**src/rtl/keypad_emulator.sv**
```systemverilog
// keypad_emulator: device side of a 4x4 row/column keypad with deterministic contact bounce
module keypad_emulator #(
    parameter int BOUNCE_CYCLES = 2000,
    parameter int BOUNCE_STEP   = 250,
    parameter int GAP_CYCLES    = 1000
) (
    input  logic        clk,
    input  logic        rst_n,
    input  logic [3:0]  Col,
    output logic [3:0]  Row,
    input  logic        cmd_valid,
    output logic        cmd_ready,
    input  logic [3:0]  cmd_key,
    input  logic [23:0] cmd_hold,
    output logic        busy,
    output logic        contact,
    output logic        done
);
    typedef enum logic [2:0] {IDLE, BOUNCE_IN, HOLD, BOUNCE_OUT, GAP} state_t;

    localparam logic [23:0] BOUNCE_LAST = 24'(BOUNCE_CYCLES - 1);
    localparam logic [23:0] STEP_LAST   = 24'(BOUNCE_STEP - 1);
    localparam logic [23:0] GAP_LAST    = 24'(GAP_CYCLES - 1);
    // nibble k holds {row bit, col bit} of key k; bit 3 is R1/C1
    localparam logic [63:0] KEY_MAP     = 64'h2104_8C56_79AB_DEF3;

    state_t      state_q, state_d;
    logic [23:0] cnt_q, cnt_d, step_q, step_d, hold_q, hold_d;
    logic [3:0]  key_q, key_d, row_q, row_d, kmap;
    logic        ph_q, ph_d, done_q, done_d, hit;

    // contact is derived from phase: ph_q counts completed bounce steps, hit flips the step in progress
    always_comb begin
        hit     = step_q == STEP_LAST;
        contact = state_q == HOLD
               || (state_q == BOUNCE_IN  && !(ph_q ^ hit))
               || (state_q == BOUNCE_OUT &&  (ph_q ^ hit));
        kmap    = KEY_MAP[{key_q, 2'b00} +: 4];
        row_d   = (contact && !Col[kmap[1:0]]) ? ~(4'b0001 << kmap[3:2]) : 4'b1111;
    end

    // command sequencing: accept, bounce in, hold, bounce out, gap, done
    always_comb begin
        state_d = state_q;
        cnt_d   = cnt_q + 24'd1;
        step_d  = hit ? 24'd0 : step_q + 24'd1;
        ph_d    = ph_q ^ hit;
        key_d   = key_q;
        hold_d  = hold_q;
        done_d  = 1'b0;
        case (state_q)
            IDLE: begin
                cnt_d  = '0;
                step_d = '0;
                ph_d   = 1'b0;
                if (cmd_valid && cmd_ready) begin
                    key_d   = cmd_key;
                    hold_d  = (cmd_hold == '0) ? '0 : cmd_hold - 24'd1;
                    state_d = (BOUNCE_CYCLES == 0) ? HOLD : BOUNCE_IN;
                end
            end
            BOUNCE_IN: if (cnt_q == BOUNCE_LAST) begin
                cnt_d   = '0;
                state_d = HOLD;
            end
            HOLD: if (cnt_q == hold_q) begin
                cnt_d   = '0;
                step_d  = '0;
                ph_d    = 1'b0;
                state_d = (BOUNCE_CYCLES != 0) ? BOUNCE_OUT : (GAP_CYCLES != 0) ? GAP : IDLE;
                done_d  = BOUNCE_CYCLES == 0 && GAP_CYCLES == 0;
            end
            BOUNCE_OUT: if (cnt_q == BOUNCE_LAST) begin
                cnt_d   = '0;
                state_d = (GAP_CYCLES != 0) ? GAP : IDLE;
                done_d  = GAP_CYCLES == 0;
            end
            GAP: if (cnt_q == GAP_LAST) begin
                cnt_d   = '0;
                state_d = IDLE;
                done_d  = 1'b1;
            end
            default: state_d = IDLE;
        endcase
    end

    // state and output registers; reset releases Row immediately
    always_ff @(posedge clk or negedge rst_n) begin
        if (!rst_n) begin
            state_q <= IDLE;
            cnt_q   <= '0;
            step_q  <= '0;
            ph_q    <= 1'b0;
            key_q   <= '0;
            hold_q  <= '0;
            done_q  <= 1'b0;
            row_q   <= 4'b1111;
        end else begin
            state_q <= state_d;
            cnt_q   <= cnt_d;
            step_q  <= step_d;
            ph_q    <= ph_d;
            key_q   <= key_d;
            hold_q  <= hold_d;
            done_q  <= done_d;
            row_q   <= row_d;
        end
    end

    assign Row       = row_q;
    assign done      = done_q;
    assign busy      = state_q != IDLE;
    assign cmd_ready = state_q == IDLE && rst_n;
endmodule

```
**config.mk**
```make
export PLATFORM = sky130hd
export DESIGN_NAME = keypad_emulator
export DESIGN_NICKNAME = d
export VERILOG_FILES = /design/src/rtl/keypad_emulator.sv
export SDC_FILE = /design/constraint.sdc
export NUM_CORES = 1
export LEC_CHECK = 0
export ABC_CLOCK_PERIOD_IN_PS = 2900
export BUFFER_PORTS_ARGS = -buffer_cell sky130_fd_sc_hd__buf_2
export CAP_MARGIN = 40
export CORE_UTILIZATION = 50
export CTS_CLUSTER_DIAMETER = 40
export CTS_CLUSTER_SIZE = 28
export DETAILED_ROUTE_END_ITERATION = 6
export PLACE_DENSITY = 0.68
export SLEW_MARGIN = 40
export SYNTH_ARGS = -nofsm -noshare
export SYNTH_HDL_FRONTEND = slang
export SYNTH_SLANG_ARGS = --single-unit
```
**constraint.sdc**
```tcl
create_clock -name clk -period 2.9 [get_ports clk]
set_clock_uncertainty 0.05 [all_clocks]
set_input_delay 0.58 -clock clk [delete_from_list [all_inputs] [get_ports clk]]
set_output_delay 0.58 -clock clk [all_outputs]
set_load 0.02 [all_outputs]
```
Word-level counts from Yosys, hierarchy flattened
Cells that the tools add are included.
W data, S select, Z words.
{ "totals": {"regBits": 85, "input_bits": 35, "out_inout_bits": 8, "word_cells": 65} }
{ "classes": {"n_addsub": 3, "order_cmp": 1, "eq_ne": 13, "shifts": 2, "n_mux": 21, "bitwise": 2, "n_reduce_logical": 15} }
{ "op_table": {"columns": ["operator", "count"], "rows": [
  ["$mux W24", 6],
  ["$pmux W24 S4", 1],
  ["$shiftx A64 B7 Y4 const A", 1],
  ["$add A24 B1 Y24 const B", 2],
  ["$pmux W24 S2", 1],
  ["$eq A24 B10 Y1 const B", 1],
  ["$eq A24 B11 Y1 const B", 1],
  ["$eq A24 B24 Y1", 1],
  ["$eq A24 B8 Y1 const B", 1],
  ["$logic_not A24 Y1", 1],
  ["$sub A24 B1 Y24 const B", 1],
  ["$mux W3", 5],
  ["$pmux W3 S5", 1],
  ["$eq A3 B2 Y1 const B", 2],
  ["$ne A2 B1 Y1 const B", 3],
  ["$logic_and A1 B1 Y1", 5],
  ["$reduce_and A5 Y1", 1],
  ["$mux W1", 4],
  ["$mux W4", 1],
  ["$ne A2 B2 Y1 const B", 2],
  ["$not A4 Y4", 1],
  ["$shl A1 B2 Y4 const A", 1],
  ["$eq A3 B1 Y1 const B", 1],
  ["$eq A3 B3 Y1 const B", 1],
  ["other kinds (10)", 12]
]} }

Longest topological paths before layout
Gate-level depths: netlist of run 1.
{ "logic_depth": {"word_depth": 8, "mapped_depth": 8, "ltp_nobuf": 7} }

Worst setup path before layout of run 1
Ideal clock, no wire load.
{ "synth_timing": {"kind": "register -> output", "from": "register step_q[1]", "to": "output port contact", "arrival_time_ns": 1.833, "required_time_ns": 2.270, "slack_ns": 0.437, "stages_incl_launch_ff": 8, "path_buffers": 0, "path_cell_list": "dfrtp_1 > inv_1 > ha_1 > nor4bb_1 > nand3_1 > or4_1 > o211ai_2 > and2_1"} }
{ "synth_via": {"elab_chain_len": 6, "word_cells_on_any_way": 7, "cone_classes": "eq/ne: 1; bitwise: 1; reduce/logical: 5"} }
{ "synth_lines": {"columns": ["item", "line_no", "rtl"], "rows": [
  ["from (decl)", "28", "logic [23:0] cnt_q, cnt_d, step_q, step_d, hold_q, hold_d;"],
  ["from (signal assigned)", "101", "step_q <= step_d;"],
  ["$eq A24 B8 Y1 (*)", "34", "hit = step_q == STEP_LAST;"],
  ["$xor A1 B1 Y1 (*)", "36, 37", null],
  ["$logic_not A1 Y1", "36", "|| (state_q == BOUNCE_IN && !(ph_q ^ hit))"],
  ["$logic_and A1 B1 Y1", "36", null],
  ["$logic_or A1 B1 Y1", "36", null],
  ["$logic_or A1 B1 Y1 (*)", "37", "|| (state_q == BOUNCE_OUT && (ph_q ^ hit));"],
  ["to (decl)", "16", "output logic contact,"]
]} }
Every way passes the cells marked *; elsewhere a longest branch is shown, timed or not.

Worst setup path in the final report of run 1
{ "layout_timing": {"from": "register step_q[11]", "to": "output port contact"} }
Same word-level chain as after synthesis.

==> run_results.csv, run 1 <==
group,metric,value,unit
sta,setup_slack,72.7,ps
drt,antenna_left,0,
critical_path,crit_arrival,2200,ps
flow_run,maxCapViolations,0,
drt,vias_per_cell,5.61,
yosys,yosysSeqAreaShare,0.400,
power,cellPowerDensity,346,mW/mm^2
critical_path,reg2reg_slack,550,ps
run_status,status,"finished, final reports clean",
power,total_power,2.04,mW
placement,io_buffers,42,
floorplan,pin_count,43,
grt,grt_max_degree,86,
sta,hold_viol,0,
cts,cts_tree,"yes",
drt,drt_iter0_markers,196,
drt,first_pass_iters,4,
critical_path,slowest_delay,550,ps
floorplan,rows,37,
placement,pre_cts_ws,187,ps
critical_path,critPathMaxFanout,5,
power,p_leak,2.50,nW
sta,max_slew_margin,0.557,
critical_path,cp-end-kind,"output port",
yosys,avgSynthCellArea,10.3,um^2
final_layout,syn2layout_area_growth,10.7,%
final_layout,final_area,0.00590,mm^2
yosys,netlist_area,0.00533,mm^2
critical_path,rr_endpoint,"cnt_q[19]",
grt,grt_pass1_vias,3783,
cts,cts-htree-levels,3,
drt,routed_wl,10.9,mm
sta,finalSetupViolations,0,
drt,wl_per_cell,15.5,um
yosys,netlist-cell-type-count,57,
floorplan,fp.dieH,105,um
cts,cts-root-buf,"clkbuf_8",
final_layout,post-route-util,0.571,
cts,clock_path_buffers,2,
yosys,syn_inst,519,
critical_path,crit_slowest_cell,"or4_4",
final_layout,seq_area,0.00213,mm^2
final_layout,drive_gt1_frac,0.281,
yosys,ys_ff_latch,85,
yosys,synth_warnings,0,
cts,cts_made_buffers,9,
grt,grt_pass1_wl,18.2,mm
sta,maxSlewViolCount,0,
sta,fin_crit,2830,ps
critical_path,reg2regPathDepth,7,
sta,post-route-period-util,0.975,
cts,cts_sinks,85,
critical_path,crit_chain,"nor4_4 > nand2_2 > or4_4 > o211ai_2 > and2_1 > buf_4",
yosys,synth_fp_nets,559,
placement,postPlaceCellArea,0.00562,mm^2
grt,grt.total_usage,0.208,
cts,clk_pin_slew_worst_paths,80,ps
sta,worst_pin_slew,665,ps
final_layout,num_antenna_cells,0,
placement,post-dp-hpwl,7.67,mm
cts,clock_latency,370,ps
yosys,synthFlopType,"dfrtp_1",
floorplan,dieArea,0.0111,mm^2
yosys,async_reset_ff_frac,1.00,
final_layout,fin_nets,600,
power,irDropWorstVdd,0.000175,V
critical_path,reg2reg_from,"cnt_q[0]",
hold_path,hp-class,"input pin to asynchronous set/reset pin",
sta,fmax,354,MHz
yosys,synth-edff-count,0,
floorplan,die_w,105,um
critical_path,start_kind,"flop",
critical_path,critPathKind,"flop to output port",
grt,grt-ovfl-total,0,
drt,drc,0,
critical_path,crit_family,"simple AND/OR/NAND/NOR gates",
cts,holdBufCountCts,0,
final_layout,nFillCells,903,
grt,antenna_found_initial,0,
final_layout,multi_input_area,0.00304,mm^2
placement,place_congestion,0.819,
floorplan,core,0.0103,mm^2
drt,routed-via-count,3931,
floorplan,initial_core_util,0.516,
critical_path,path_buf_inv,1,
critical_path,worstPathRequired,2270,ps
==> registers in the layout, indices dropped and copies added (netlist names) <==
| signal | count |
|---|---|
| cnt_q | 24 |
| hold_q | 24 |
| step_q | 24 |
| Row | 4 |
| key_q | 4 |
| state_q | 3 |
| done | 1 |
| ph_q | 1 |
==> synth_stat cells, types with 2 or more instances <==
library cell | instances | area [um^2]
a21oi_1 | 6 | 30.0
nand4b_1 | 4 | 35.0
xnor2_1 | 33 | 289
nand4_1 | 16 | 100
buf_6 | 5 | 56.3
a21oi_2 | 21 | 184
dfstp_2 | 4 | 105
nand3b_1 | 3 | 22.5
nor3_4 | 2 | 32.5
buf_4 | 7 | 52.6
buf_2 | 6 | 30.0
clkbuf_1 | 10 | 37.5
and4_1 | 7 | 61.3
or4_4 | 2 | 22.5
nand2_1 | 48 | 180
nand4_4 | 3 | 63.8
a211oi_1 | 8 | 60.1
o21ai_1 | 22 | 110
inv_1 | 10 | 37.5
and2_1 | 4 | 25.0
nand2b_1 | 4 | 25.0
nor4_1 | 13 | 81.3
xor2_1 | 59 | 517
nor3_1 | 12 | 60.1
nor2_1 | 26 | 97.6
nor4_2 | 8 | 100
ha_1 | 5 | 62.6
or3_1 | 3 | 18.8
nand3_1 | 24 | 120
mux2i_1 | 3 | 30.0
or4_1 | 2 | 15.0
nand2_2 | 3 | 18.8
a211oi_2 | 19 | 238
mux2_2 | 5 | 56.3
nor4_4 | 3 | 63.8
a31o_2 | 2 | 17.5
dfrtp_1 | 81 | 2030
o21ai_0 | 7 | 35.0
==> layout by cell type (no fill, tap or decap), types with 10 or more instances in the layout <==
cell type | Yosys | routed
nor3_1 | 12 | 12
nor4_1 | 13 | 13
a211oi_2 | 19 | 19
inv_1 | 10 | 10
nor2_1 | 26 | 25
dfrtp_1 | 81 | 79
xor2_1 | 59 | 59
clkbuf_8 | 0 | 12
nand2_1 | 48 | 48
a21oi_2 | 21 | 21
o21ai_1 | 22 | 22
nand3_1 | 24 | 23
xnor2_1 | 33 | 33
buf_4 | 7 | 17
buf_2 | 6 | 40
nand4_1 | 16 | 16
==> layer usage <==
layer | vias up | GRT usage | wire [um]
met5 | - | 0 | 0
met1 | 1900 | 0.277 | 5120
li1 | 1934 | - | -
met2 | 80 | 0.336 | 5200
met4 | 0 | 0.0986 | 263
met3 | 17 | 0.0266 | 321
==> cells by family (layout without fill, tap and decap cells) <==
logic type | after synthesis | after routing | share of synthesized area
DFF | 85 | 85 | 0.400
AOI/OAI and AO/OA | 94 | 94 | 0.148
adders and majority gates | 5 | 5 | 0.0117
xor gates and xnor gates | 92 | 92 | 0.151
and+or+nand+nor | 196 | 196 | 0.232
muxes | 8 | 8 | 0.0162
buffers and inverters | 39 | 85 | 0.0408
==> worst max path at each step <==
stage	slack, ps	end	from	depth (start not counted)
2_1_floorplan	440	contact	step_q[1]	7
3_3_place_gp	280	contact	step_q[1]	8
3_5_place_dp	190	contact	step_q[1]	8
4_1_cts	30	contact	step_q[1]	9
5_1_grt	-20	contact	step_q[11]	6
6_report	70	contact	step_q[11]	6
==> power by group <==
| part | internal, mW | switching (mW) |
|---|---|---|
| Combinational | 0.0357 | 0.0589 |
| Clock | 0.357 | 0.403 |
| Sequential | 1.19 | 0.000121 |
==> metrics by stage <==
step           hold slack, ps  setup TNS (ps)  std cells
2_1_floorplan             234               0        519
3_3_place_gp              437               0        679
3_5_place_dp              449               0        679
4_1_cts                   349               0        700
5_1_grt                   367           -18.4        701
6_report                  298               0        701
==> final cells by class <==
cell class | count | area share
Clock buffer | 14 | 0.0276
Multi-Input combinational cell | 395 | 0.515
Clock inverter | 2 | 0.00170
Timing Repair Buffer | 58 | 0.0579
Tap cell | 136 | 0.0288
Sequential cell | 85 | 0.362
Inverter | 11 | 0.00700
==> what timing repair did <==
action / in CTS / in global routing
resized for setup: 4 / 8
endpoints found under the setup margin: 1 / 1
buffers inserted: 5 / 1
pin swaps: 4 / 3
No activity file was read; power rests on OpenSTA's default activity.
==> inputs of run 2 (changes only) <==
--- a/config.mk
+++ b/config.mk
@@ -10,9 +10,9 @@
 export CAP_MARGIN = 40
 export CORE_UTILIZATION = 50
 export CTS_CLUSTER_DIAMETER = 40
-export CTS_CLUSTER_SIZE = 28
 export DETAILED_ROUTE_END_ITERATION = 6
 export PLACE_DENSITY = 0.68
+export REMOVE_ABC_BUFFERS = 1
 export SLEW_MARGIN = 40
 export SYNTH_ARGS = -nofsm -noshare
 export SYNTH_HDL_FRONTEND = slang
==> constraint.sdc (replaced) <==
create_clock -name clk -period 2.9 [get_ports clk]
set_clock_uncertainty 0.05 [all_clocks]
set_input_delay 0.29 -clock clk [delete_from_list [all_inputs] [get_ports clk]]
set_output_delay 0.29 -clock clk [all_outputs]
set_load 0.02 [all_outputs]
==> run 2 against run 1 <==
Against the previous run:
- sequential power is essentially flat
- wire length shrank 1.2%
- global-route usage grew 0.086 points
- cell area shrank 0.98%
- non-clock buffer count shrank 7
==> run_results.csv, run 2 (synthesis results as in run 1) <==
group,metric,value,unit
run_status,status,"finished, final reports clean",
final_layout,nFillCells,926,
power,intPower,1.79,mW
grt,grt-ovfl-total,0,
grt,grt.total_usage,0.209,
final_layout,syn2layout_area_growth,9.58,%
cts,clock_path_buffers,2,
drt,wl_met1,4.90,mm
power,seqPwrFrac,0.526,
sta,worst_pin_slew,587,ps
drt,routed_wl,10.8,mm
grt,grt_pass1_wl,18.8,mm
critical_path,crit_arrival,2400,ps
sta,setup_slack,164,ps
sta,fin_crit,2740,ps
final_layout,multi_input_area,0.00298,mm^2
power,irDropWorstVdd,0.000243,V
drt,routed-via-count,3898,
sta,rsz0062_at_grt,"no",
placement,postPlaceCellArea,0.00560,mm^2
power,pwr-share-comb,0.042,
critical_path,worstPathRequired,2560,ps
critical_path,reg2regPathDepth,7,
sta,fin_setup_tns,0,ps
power,power.switching,0.469,mW
sta,hold_viol,0,
floorplan,fp.dieH,105,um
grt,grt_max_degree,66,
drt,first_pass_iters,4,
final_layout,seq_area,0.00213,mm^2
flow_run,maxCapViolations,0,
final_layout,reg_top3,"cnt_q: 24 flops, hold_q: 24 flops, step_q: 24 flops",
floorplan,core,0.0103,mm^2
critical_path,rr_endpoint,"cnt_q[20]",
placement,pre_cts_ws,519,ps
final_layout,drive_gt1_frac,0.259,
drt,drc,0,
power,total_power,2.26,mW
power,p_leak,2.49,nW
final_layout,fin_nets,593,
placement,post-dp-hpwl,7.78,mm
sta,fmax,366,MHz
critical_path,start_kind,"flop",
drt,wl_met2,5.47,mm
placement,io_buffers,42,
final_layout,mostFrequentLayoutCells,"dfrtp_1, xor2_1, nand2_1",
critical_path,worstSetupEndpoint,"contact",
sta,post-route-period-util,0.943,
sta,maxSlewViolCount,0,
critical_path,critPathMaxFanout,5,
floorplan,dieArea,0.0111,mm^2
drt,vias_per_cell,5.62,
floorplan,die_w,105,um
critical_path,setup.worst_path.start,"step_q[0]",
cts,cts_made_buffers,9,
floorplan,rows,37,
cts,cts_tree,"yes",
cts,clock_latency,350,ps
drt,drt_iter0_markers,171,
critical_path,reg2reg_from,"cnt_q[0]",
floorplan,pin_count,43,
power,power_switching_share,0.208,
sta,max_slew_margin,0.609,
drt,wl_met3,262,um
floorplan,initial_core_util,0.516,
sta,finalSetupViolations,0,
hold_path,hold_depth,2,
critical_path,reg2reg_slack,630,ps
critical_path,critPathKind,"flop to output port",
cts,cts-root-buf,"clkbuf_8",
drt,antenna_left,0,
hold_path,hp-class,"input pin to flop",
cts,cts_sinks,85,
grt,grt_pass1_vias,3945,
final_layout,final_area,0.00584,mm^2
power,cellPowerDensity,386,mW/mm^2
drt,top_layer,"met4",
placement,place_congestion,0.843,
final_layout,num_antenna_cells,0,
cts,cts-htree-levels,3,
grt,antenna_found_initial,0,
critical_path,cp-end-kind,"output port",
cts,clk_pin_slew_worst_paths,80,ps
power,clkPwrFrac,0.432,
final_layout,final_common_cell,"dfrtp_1",
drt,wl_per_cell,15.5,um
-- run 2: power groups by stage --
stage,Sequential (mW),Clock [mW],Combinational [mW]
2_1_floorplan,1.21,0,0.0271
3_3_place_gp,1.21,0,0.0925
3_5_place_dp,1.21,0,0.0957
4_1_cts,1.19,0.999,0.0972
5_1_grt,1.19,1.04,0.108
6_report,1.19,0.974,0.0959
-- run 2: worst max-delay path, stage by stage, from the launching register on --
cell and delay, ps:
dfrtp_1 440, ha_1 190, nor4bb_1 260, nand3_1 190, or4_1 520, o211ai_2 120
and2_1 170, buf_2 160
-- run 2: worst min-delay path by stage --
stage	slack, ps	start	to
finish	100	cmd_hold[0]	hold_q[0]
global route	100	cmd_hold[0]	hold_q[0]
detailed placement	140	rst_n	step_q[23]
CTS	90	cmd_hold[0]	hold_q[0]
global placement	150	rst_n	step_q[23]
floorplan	-60	rst_n	cnt_q[0]
-- run 2: layer usage --
metal	GRT usage	vias to the layer above
met5	0	-
met4	0.0543	0
met3	0.0297	14
met2	0.371	64
met1	0.266	1896
li1	-	1924
-- run 2: repair_timing --
item	in CTS	in global routing
hold endpoints to repair	16	0
setup buffers	0	0
hold buffers	1	0
resized for setup	0	0
-- run 2: cell type report --
class	instances	share of cell area
inverters	11	0.00707
well taps	136	0.0291
multi-input cells	395	0.511
clock buffers	10	0.0218
clock inverters	5	0.0171
repair buffers	51	0.0490
flip-flops and latches	85	0.365
-- run 2: per-stage QoR --
stage	hold slack [ps]	instances	util
global placement	145	677	0.542
CTS	87.4	693	0.566
finish	99.3	693	0.566
floorplan	-55.6	491	-
detailed placement	145	677	0.542
global route	99.0	693	0.566
==> inputs of run 3 (changes only) <==
--- a/config.mk
+++ b/config.mk
@@ -8,11 +8,13 @@
 export ABC_CLOCK_PERIOD_IN_PS = 2900
 export BUFFER_PORTS_ARGS = -buffer_cell sky130_fd_sc_hd__buf_2
 export CAP_MARGIN = 40
+export CORE_ASPECT_RATIO = 0.75
 export CORE_UTILIZATION = 50
-export CTS_CLUSTER_DIAMETER = 40
+export CTS_CLUSTER_DIAMETER = 200
 export DETAILED_ROUTE_END_ITERATION = 6
 export PLACE_DENSITY = 0.68
 export REMOVE_ABC_BUFFERS = 1
+export SKIP_LAST_GASP = 1
 export SLEW_MARGIN = 40
 export SYNTH_ARGS = -nofsm -noshare
 export SYNTH_HDL_FRONTEND = slang
==> run 3 against run 2 <==
Against the previous run:
- worst setup slack improved by 13 ps
- cell area grew 1.1%
- count of clock-buffer cells in the layout unchanged
- wire length rose by 4.6%
- total power increased by 6.8%
- global-route usage is 1.4 points higher
- combinational power rose by 2%
- die area is essentially flat
- core utilization grew 0.61 points
- sequential share of layout area is 0.41 points lower
- flip-flop and latch count did not move
- highest routed layer unchanged
==> run_results.csv, run 3 (synthesis results as in run 1) <==
group,metric,value,unit
run_status,status,"finished, final reports clean",
cts,post_cts_buffers,0,
sta,hold_viol,0,
critical_path,path_buf_inv,1,
power,total_power,2.41,mW
final_layout,mostFrequentLayoutCells,"dfrtp_1, xor2_1, nand2_1",
placement,pre_cts_ws,552,ps
power,irDropWorstVdd,0.000264,V
final_layout,multi_input_area,0.00298,mm^2
floorplan,initial_core_util,0.516,
floorplan,pin_count,43,
floorplan,fp.dieH,91.4,um
critical_path,critPathKind,"flop to output port",
critical_path,crit_chain,"nor4_2 > nand2_2 > or4_1 > o211ai_2 > and2_1 > buf_2",
critical_path,crit_family,"simple AND/OR/NAND/NOR gates",
drt,wl_per_cell,16.2,um
cts,clock_path_buffers,2,
critical_path,reg2regPathDepth,7,
sta,fin_crit,2720,ps
cts,cts_made_buffers,9,
placement,io_buffers,42,
sta,fin_setup_tns,0,ps
floorplan,dieArea,0.0111,mm^2
floorplan,die_w,121,um
power,cellPowerDensity,408,mW/mm^2
cts,cts_sinks,85,
cts,cts_resized,0,
final_layout,fin_nets,593,
sta,fmax,367,MHz
critical_path,worstPathRequired,2560,ps
cts,clock_latency,340,ps
final_layout,reg_top3,"cnt_q: 24 flops, hold_q: 24 flops, step_q: 24 flops",
final_layout,nFillCells,911,
drt,drc,0,
drt,vias_per_cell,5.74,
hold_path,hold_depth,2,
cts,cts_tree,"yes",
grt,grt_pass1_vias,3760,
final_layout,seq_area,0.00213,mm^2
drt,antenna_left,0,
final_layout,final_common_cell,"dfrtp_1",
cts,clk_pin_slew_worst_paths,70,ps
drt,routed_wl,11.3,mm
flow_run,maxCapViolations,0,
grt,grt_max_degree,79,
cts,cts-htree-levels,3,
final_layout,drive_gt1_frac,0.262,
drt,routed-via-count,3981,
final_layout,syn2layout_area_growth,10.8,%
sta,maxSlewViolCount,0,
drt,drt_iter0_markers,238,
critical_path,cp-end-kind,"output port",
placement,place_congestion,0.813,
sta,max_slew_margin,0.525,
sta,finalSetupViolations,0,
floorplan,rows,32,
sta,worst_pin_slew,712,ps
placement,post-dp-hpwl,8.18,mm
floorplan,core,0.0103,mm^2
sta,post-route-period-util,0.939,
cts,holdBufCountCts,1,
drt,first_pass_iters,4,
sta,rsz0062_at_grt,"no",
critical_path,slowest_delay,560,ps
power,p_leak,2.52,nW
grt,antenna_found_initial,0,
cts,cts-root-buf,"clkbuf_16",
final_layout,num_antenna_cells,0,
critical_path,crit_slowest_cell,"or4_1",
sta,setup_slack,177,ps
grt,grt.total_usage,0.222,
critical_path,start_kind,"flop",
critical_path,cp.depth,6,
grt,grt-ovfl-total,0,
critical_path,critPathMaxFanout,5,
critical_path,crit_arrival,2380,ps
grt,grt_pass1_wl,19.4,mm
hold_path,hp-class,"input pin to flop",
-- run 3: cell count changes in the layout (fill, tap and decap cells not counted), moves of 2 or more --
cell	before	now
clkbuf_16	0	9
clkbuf_8	9	1
bufinv_16	3	0
clkinv_4	0	3
clkinv_2	2	0
inv_6	0	2
-- run 3: cell type report --
class,count,area share
clock inverters,6,0.00932
flip-flops and latches,85,0.361
multi-input cells,395,0.505
well taps,136,0.0288
inverters,11,0.00699
clock buffers,10,0.0404
repair buffers,51,0.0485
-- run 3: routing by layer --
metal,part of all wire,track usage,up-vias
met5,0,0,-
met4,0.010,0.0525,0
met3,0.049,0.0333,11
met2,0.43,0.321,104
met1,0.52,0.345,1931
li1,-,-,1935
-- run 3: per-stage QoR --
stage / area, um^2 / hold slack (ps) / instances / utilization
after floorplan: 5150 / -55.6 / 491 / -
after global placement: 5600 / 67.3 / 677 / 0.542
after detailed placement: 5600 / 70.5 / 677 / 0.543
after CTS: 5910 / 116 / 694 / 0.572
after global routing: 5910 / 122 / 694 / 0.572
final: 5910 / 116 / 694 / 0.572
-- run 3: final timing paths --
| kind | start | end | slack [ps] |
|---|---|---|---|
| worst max-delay path | step_q[17] | contact | 180 |
| max in group asynchronous | rst_n | hold_q[3] | 1650 |
| worst min register to register | hold_q[17] | hold_q[17] | 460 |
| worst max register to register | cnt_q[0] | cnt_q[19] | 610 |
| min in group asynchronous | rst_n | key_q[2] | 260 |
| worst min-delay path | cmd_hold[0] | hold_q[0] | 120 |
-- run 3: power breakdown --
| part | switching, mW | total [mW] | internal [mW] | leakage (nW) |
|---|---|---|---|---|
| Combinational | 0.0615 | 0.0979 | 0.0363 | 1.23 |
| Sequential | 0.000153 | 1.19 | 1.19 | 1.14 |
| Clock | 0.503 | 1.12 | 0.620 | 0.146 |
